$ cat config.mk
export PLATFORM = sky130hd
export DESIGN_NAME = ifetch_buffer_flat
export DESIGN_NICKNAME = d
export VERILOG_FILES = /design/src/rtl/ifetch_buffer_if.sv /design/src/rtl/ifetch_buffer.sv /design/src/flat_wrapper.sv
export SDC_FILE = /design/constraint.sdc
export NUM_CORES = 1
export LEC_CHECK = 0
export ABC_AREA = 0
export CAP_MARGIN = 20
export CELL_PAD_IN_SITES_DETAIL_PLACEMENT = 1
export CELL_PAD_IN_SITES_GLOBAL_PLACEMENT = 1
export CORE_MARGIN = 1.5
export CORE_UTILIZATION = 51
export DETAILED_ROUTE_END_ITERATION = 12
export PLACE_DENSITY_LB_ADDON = 0.25
export RECOVER_POWER = 50
export SKIP_LAST_GASP = 1
export SLEW_MARGIN = 10
export SYNTH_ARGS = -nofsm -noshare
export SYNTH_HDL_FRONTEND = slang
export SYNTH_SLANG_ARGS = --single-unit
$ cat constraint.sdc
create_clock -name clk -period 17.6 [get_ports clk]
set_input_delay 3.52 -clock clk [delete_from_list [all_inputs] [get_ports clk]]
set_output_delay 3.52 -clock clk [all_outputs]
set_load 0.05 [all_outputs]
$ cat src/rtl/ifetch_buffer_if.sv
// Fetch-unit bus bundle: instruction memory request/response, redirect and decode handshake.
// The master modport is the fetch buffer; the slave modport is the memory/decode environment.
interface ifetch_buffer_if #(
  parameter int unsigned ADDR_W = 32,
  parameter int unsigned INST_W = 32
);
  logic              mem_req_o;
  logic [ADDR_W-1:0] mem_addr_o;
  logic              mem_ready_i;
  logic              mem_rvalid_i;
  logic [INST_W-1:0] mem_rdata_i;
  logic              redirect_i;
  logic [ADDR_W-1:0] redirect_pc_i;
  logic              inst_valid_o;
  logic [INST_W-1:0] inst_o;
  logic [ADDR_W-1:0] pc_o;
  logic              inst_ready_i;

  modport master (
    output mem_req_o, mem_addr_o, inst_valid_o, inst_o, pc_o,
    input  mem_ready_i, mem_rvalid_i, mem_rdata_i, redirect_i, redirect_pc_i, inst_ready_i
  );

  modport slave (
    input  mem_req_o, mem_addr_o, inst_valid_o, inst_o, pc_o,
    output mem_ready_i, mem_rvalid_i, mem_rdata_i, redirect_i, redirect_pc_i, inst_ready_i
  );
endinterface

$ cat src/rtl/ifetch_buffer.sv
// Pipelined instruction fetch front end: sequential requests, in-order responses buffered with
// their PCs in a FIFO, and a single-cycle redirect that flushes buffered and in-flight fetches.
module ifetch_buffer #(
  parameter int unsigned       ADDR_W   = 32,
  parameter int unsigned       INST_W   = 32,
  parameter int unsigned       DEPTH    = 4,
  parameter logic [ADDR_W-1:0] RESET_PC = '0
) (
  input logic             clk,
  input logic             rst,
  ifetch_buffer_if.master bus
);

  localparam int unsigned       CntW  = $clog2(DEPTH + 1);
  localparam int unsigned       PtrW  = $clog2(DEPTH);
  localparam int unsigned       SumW  = CntW + 2;
  localparam logic [ADDR_W-1:0] PcInc = ADDR_W'(INST_W / 8);

  logic [ADDR_W-1:0] fetch_pc_q, fetch_pc_d;
  logic [ADDR_W-1:0] resp_pc_q, resp_pc_d;
  logic [CntW-1:0]   count_q, count_d;
  logic [CntW-1:0]   outstanding_q, outstanding_d;
  logic [CntW-1:0]   drop_cnt_q, drop_cnt_d;
  logic [PtrW-1:0]   rd_ptr_q, rd_ptr_d;
  logic [PtrW-1:0]   wr_ptr_q, wr_ptr_d;
  logic [ADDR_W-1:0] pc_mem_q   [DEPTH];
  logic [INST_W-1:0] inst_mem_q [DEPTH];

  logic [SumW-1:0] slots_used;
  logic            issue;
  logic            pop;
  logic            push;
  logic            discard;
  logic            resp_tracked;

  // Every slot counts: buffered, live in flight, and in flight but doomed.
  assign slots_used = SumW'(count_q) + SumW'(outstanding_q) + SumW'(drop_cnt_q);

  assign bus.mem_req_o    = !rst && !bus.redirect_i && (slots_used < SumW'(DEPTH));
  assign bus.mem_addr_o   = fetch_pc_q;
  assign bus.inst_valid_o = (count_q != '0) && !bus.redirect_i;
  assign bus.inst_o       = inst_mem_q[rd_ptr_q];
  assign bus.pc_o         = pc_mem_q[rd_ptr_q];

  assign issue        = bus.mem_req_o && bus.mem_ready_i;
  assign pop          = bus.inst_valid_o && bus.inst_ready_i;
  assign discard      = bus.mem_rvalid_i && (drop_cnt_q != '0);
  assign push         = bus.mem_rvalid_i && (drop_cnt_q == '0) && (outstanding_q != '0) &&
                        !bus.redirect_i;
  assign resp_tracked = bus.mem_rvalid_i && ((drop_cnt_q != '0) || (outstanding_q != '0));

  always_comb begin
    fetch_pc_d    = fetch_pc_q;
    resp_pc_d     = resp_pc_q;
    count_d       = count_q;
    outstanding_d = outstanding_q;
    drop_cnt_d    = drop_cnt_q;
    rd_ptr_d      = rd_ptr_q;
    wr_ptr_d      = wr_ptr_q;
    if (bus.redirect_i) begin
      fetch_pc_d    = bus.redirect_pc_i;
      resp_pc_d     = bus.redirect_pc_i;
      count_d       = '0;
      rd_ptr_d      = '0;
      wr_ptr_d      = '0;
      outstanding_d = '0;
      // Live fetches become doomed; a response landing this cycle retires one of them.
      drop_cnt_d    = drop_cnt_q + outstanding_q - CntW'(resp_tracked);
    end else begin
      if (issue) begin
        fetch_pc_d = fetch_pc_q + PcInc;
      end
      if (push) begin
        resp_pc_d = resp_pc_q + PcInc;
        wr_ptr_d  = wr_ptr_q + PtrW'(1);
      end
      if (pop) begin
        rd_ptr_d = rd_ptr_q + PtrW'(1);
      end
      count_d       = count_q + CntW'(push) - CntW'(pop);
      outstanding_d = outstanding_q + CntW'(issue) - CntW'(push);
      drop_cnt_d    = drop_cnt_q - CntW'(discard);
    end
  end

  always_ff @(posedge clk or posedge rst) begin
    if (rst) begin
      fetch_pc_q    <= RESET_PC;
      resp_pc_q     <= RESET_PC;
      count_q       <= '0;
      outstanding_q <= '0;
      drop_cnt_q    <= '0;
      rd_ptr_q      <= '0;
      wr_ptr_q      <= '0;
      for (int i = 0; i < int'(DEPTH); i++) begin
        pc_mem_q[i]   <= '0;
        inst_mem_q[i] <= '0;
      end
    end else begin
      fetch_pc_q    <= fetch_pc_d;
      resp_pc_q     <= resp_pc_d;
      count_q       <= count_d;
      outstanding_q <= outstanding_d;
      drop_cnt_q    <= drop_cnt_d;
      rd_ptr_q      <= rd_ptr_d;
      wr_ptr_q      <= wr_ptr_d;
      if (push) begin
        pc_mem_q[wr_ptr_q]   <= resp_pc_q;
        inst_mem_q[wr_ptr_q] <= bus.mem_rdata_i;
      end
    end
  end

endmodule

$ cat src/flat_wrapper.sv
// flat-port wrapper written by rule: the top's interface ports become plain ports
module ifetch_buffer_flat 
#(
  parameter int unsigned       ADDR_W   = 32,
  parameter int unsigned       INST_W   = 32,
  parameter int unsigned       DEPTH    = 4,
  parameter logic [ADDR_W-1:0] RESET_PC = '0
)
  (clk, rst, bus_mem_req_o, bus_mem_addr_o, bus_inst_valid_o, bus_inst_o, bus_pc_o, bus_mem_ready_i, bus_mem_rvalid_i, bus_mem_rdata_i, bus_redirect_i, bus_redirect_pc_i, bus_inst_ready_i);
  ifetch_buffer_if #(.ADDR_W(ADDR_W), .INST_W(INST_W)) bus_i ();
  input logic clk;
  input logic rst;
  output wire logic [$bits(bus_i.mem_req_o)-1:0] bus_mem_req_o;
  output wire logic [$bits(bus_i.mem_addr_o)-1:0] bus_mem_addr_o;
  output wire logic [$bits(bus_i.inst_valid_o)-1:0] bus_inst_valid_o;
  output wire logic [$bits(bus_i.inst_o)-1:0] bus_inst_o;
  output wire logic [$bits(bus_i.pc_o)-1:0] bus_pc_o;
  input wire logic [$bits(bus_i.mem_ready_i)-1:0] bus_mem_ready_i;
  input wire logic [$bits(bus_i.mem_rvalid_i)-1:0] bus_mem_rvalid_i;
  input wire logic [$bits(bus_i.mem_rdata_i)-1:0] bus_mem_rdata_i;
  input wire logic [$bits(bus_i.redirect_i)-1:0] bus_redirect_i;
  input wire logic [$bits(bus_i.redirect_pc_i)-1:0] bus_redirect_pc_i;
  input wire logic [$bits(bus_i.inst_ready_i)-1:0] bus_inst_ready_i;
  assign bus_mem_req_o = bus_i.mem_req_o;
  assign bus_mem_addr_o = bus_i.mem_addr_o;
  assign bus_inst_valid_o = bus_i.inst_valid_o;
  assign bus_inst_o = bus_i.inst_o;
  assign bus_pc_o = bus_i.pc_o;
  assign bus_i.mem_ready_i = bus_mem_ready_i;
  assign bus_i.mem_rvalid_i = bus_mem_rvalid_i;
  assign bus_i.mem_rdata_i = bus_mem_rdata_i;
  assign bus_i.redirect_i = bus_redirect_i;
  assign bus_i.redirect_pc_i = bus_redirect_pc_i;
  assign bus_i.inst_ready_i = bus_inst_ready_i;
  ifetch_buffer #(.ADDR_W(ADDR_W), .INST_W(INST_W), .DEPTH(DEPTH), .RESET_PC(RESET_PC)) u_core (.clk(clk), .rst(rst), .bus(bus_i));
endmodule
==> flow_summary.toml <==
[clock_network]
cts_tree = "built"
cts_buffer_depth = 3
cts_hold_buf = 0
clk_latency_ns = 0.52
root_buffer = "clkbuf_16"
cts_resized = 0
clkSinkCount = 333
post_cts_buffers = 0
numCtsBuffers = 37
ctsHtreeMaxLevel = 2
clk_pin_slew_ns = 0.06

[layout]
final_common_cell = "dfrtp_1"
synthToLayoutAreaGrowth_pct = 19.21
nets = 1372
antenna_cells = 0
finalNonFillerCells = 1702
layout_common_cells = "dfrtp_1, mux2_2, clkdlybuf4s50_1"
drive_gt1_share_pct = 31.70

[floorplan]
dieArea_mm2 = 0.03221
core_mm2 = 0.03059
start_util_pct = 51.91
io_pins = 168
die_w_um = 179.5
row_count = 64
die_y_um = 179.5

[place]
place_congestion = 0.8472
io_buffers = 167
hpwl_mm = 24.38
dp_cells = 1634

[worst_setup_path]
r2r_end = "u_core.pc_mem_q[13]"
crit_required_ns = 16.76
crit_path_max_fanout = 109
crit_path_start = "rst"
critPathLaunchType = "primary input"
critPathArrivalTime_ns = 9.78
reg2reg_from = "u_core.drop_cnt_q[2]"
reg2reg_slack_ns = 12.39
critPathKind = "in2async"
r2r_cells = 4
cp-end-kind = "async pin"

[logic_synthesis]
seq_area_frac_synth_pct = 52.47
ys_ff_latch = 333
synth-edff-count = 0
syn_avg_cell_area_um2 = 14.02
yosysUniqueCellTypes = 57
syn_area_mm2 = 0.01588
syn-instance-count = 1133
synth_ff_type = "dfrtp_1"
ys_warn_count = 0
syn_nets = 1227
async_reset_ff_share_pct = 100.0

[detailed_routing]
dr.first_iter.drc_count = 477
routed_wl_mm = 39.62
vias_per_cell = 5.917
first_pass_iters = 4
drc = 0
routedWlPerCell_um = 23.28
detail-route-antenna-nets = 0
routed-via-count = 10070

[hold_path]
whs_path_depth = 2
hold_start = "u_core.pc_mem_q[1]"
worstHoldPathType = "reg2reg"
whs_endpoint = "u_core.pc_mem_q[1]"

[global_route]
grt_max_degree = 110
antenna_found_initial = 0
overflow = 0
grt_pass1_vias = 11420
grt_pass1_wl_mm = 64.46
track_usage_pct = 25.07

[sta]
period_share_pct = 60.32
finalHoldViolations = 0
grt_setup_unrepaired = "false"
skew_ns = 0.01666
slew_viol_final = 637
worst_slew_pin_slew_ns = 4.767
fmax_mhz = 94.19
layout_min_cycle_time_ns = 10.62
tns_ns = 0
setup_viol = 0
slew_headroom_pct = -219.5

[pwr]
peakVddDrop_mv = 0.07072
leakagePower_nw = 8.696
p_per_area_mw_per_mm2 = 125.2

[status]
failed_checks = "max-capacitance violations, max-slew violations"
status = "finished, violations left"

[run]
drv_cap = 9
[cell usage after synthesis (all sizes together), types with 2 or more instances]
master | instances | share of area, %
and4 | 7 | 0.39
nor2b | 4 | 0.16
a211oi | 3 | 0.14
mux2 | 267 | 19
a21boi | 7 | 0.33
dfrtp | 333 | 52
or4 | 3 | 0.14
nand3 | 29 | 0.91
clkbuf | 24 | 0.58
fa | 4 | 0.50
a31oi | 2 | 0.079
buf | 46 | 2.2
ha | 20 | 1.6
o211ai | 4 | 0.22
nand4 | 17 | 0.71
and2 | 3 | 0.12
nand2b | 7 | 0.28
xnor2 | 27 | 1.5
nor4 | 23 | 1.5
o31ai | 2 | 0.18
and3 | 16 | 0.63
o21a | 3 | 0.14
xor2 | 21 | 1.2
nor2 | 24 | 0.58
or3 | 3 | 0.12
mux4 | 64 | 9.1
o21ai | 28 | 0.88
or2 | 3 | 0.12
inv | 37 | 0.87
mux2i | 8 | 0.50
nor3 | 15 | 0.54
nor3b | 2 | 0.095
a21oi | 16 | 0.50
o31a | 6 | 0.33
nand2 | 48 | 1.1
[cell type report]
cell class,instances,area (µm²)
flip-flops and latches,333,8338
multi-input cells,693,6954
repair buffers,176,1715
clock inverters,12,171.4
fillers,2922,11660
well taps,396,495.5
clock buffers,55,1116
inverters,37,140.1
[state kept, by name, indices dropped and copies added, names as in the netlist]
register and cells:
u_core.wr_ptr_q 2, u_core.resp_pc_q 32, u_core.inst_mem_q 128, u_core.bus.mem_addr_o 32, u_core.count_q 3, u_core.rd_ptr_q 2, u_core.outstanding_q 3, u_core.pc_mem_q 128
u_core.drop_cnt_q 3
[power by group]
part,total [mW],switching (mW),internal [mW]
logic,0.636,0.377,0.259
clock network,0.816,0.317,0.499
registers,0.918,0.0801,0.838
[worst max-delay path by stage]
stage                          endpoint  slack, ns  depth (start not counted)
3_3_place_gp              bus_mem_req_o       8.35                          5
5_1_grt              u_core.rd_ptr_q[0]       5.56                          3
3_5_place_dp              bus_mem_req_o       8.36                          5
4_1_cts                   bus_mem_req_o       8.34                          5
6_report             u_core.rd_ptr_q[0]       6.98                          3
2_1_floorplan  u_core.bus.mem_addr_o[0]       4.86                          1
[critical path, cell delays in order]
cell	delay [ns]
dlygate4sd3_1	0.58
clkinvlp_2	2.62
clkbuf_1	2.90
[cells by family (layout without fill, tap and decap cells)]
family	after synthesis	in the layout	share of synthesized area, %
multiplexers	339	339	28.51
flip-flops	333	333	52.47
AND/OR/NAND/NOR	205	205	7.477
buffers and inverters	107	280	3.664
AO/OA/AOI/OAI	77	77	3.144
XOR/XNOR	48	48	2.647
adder cells (fa/ha/maj)	24	24	2.080
[metrics by stage]
step / util [%] / instance area (µm²) / setup WS, ns / hold slack [ns] / power [mW]
floorplan: - / 15880 / 4.855 / 0.4443 / 1.361
global placement: 57.87 / 17700 / 8.353 / 0.4575 / 1.554
detailed placement: 57.87 / 17700 / 8.357 / 0.4727 / 1.573
CTS: 62.08 / 18990 / 8.343 / 0.4944 / 2.398
global route: 61.89 / 18930 / 5.556 / 0.5178 / 2.463
finish: 61.89 / 18930 / 6.983 / 0.4878 / 2.370
[routing by layer]
metal | share of wire, % | vias up | global-route usage, %
met4 | 2.3 | 0 | 6.733
met5 | 0 | - | 0
li1 | - | 4434 | -
met1 | 44 | 5338 | 33.62
met2 | 50 | 239 | 42.89
met3 | 3.5 | 60 | 3.606
Note: power is estimated with default switching activity, not from simulation.
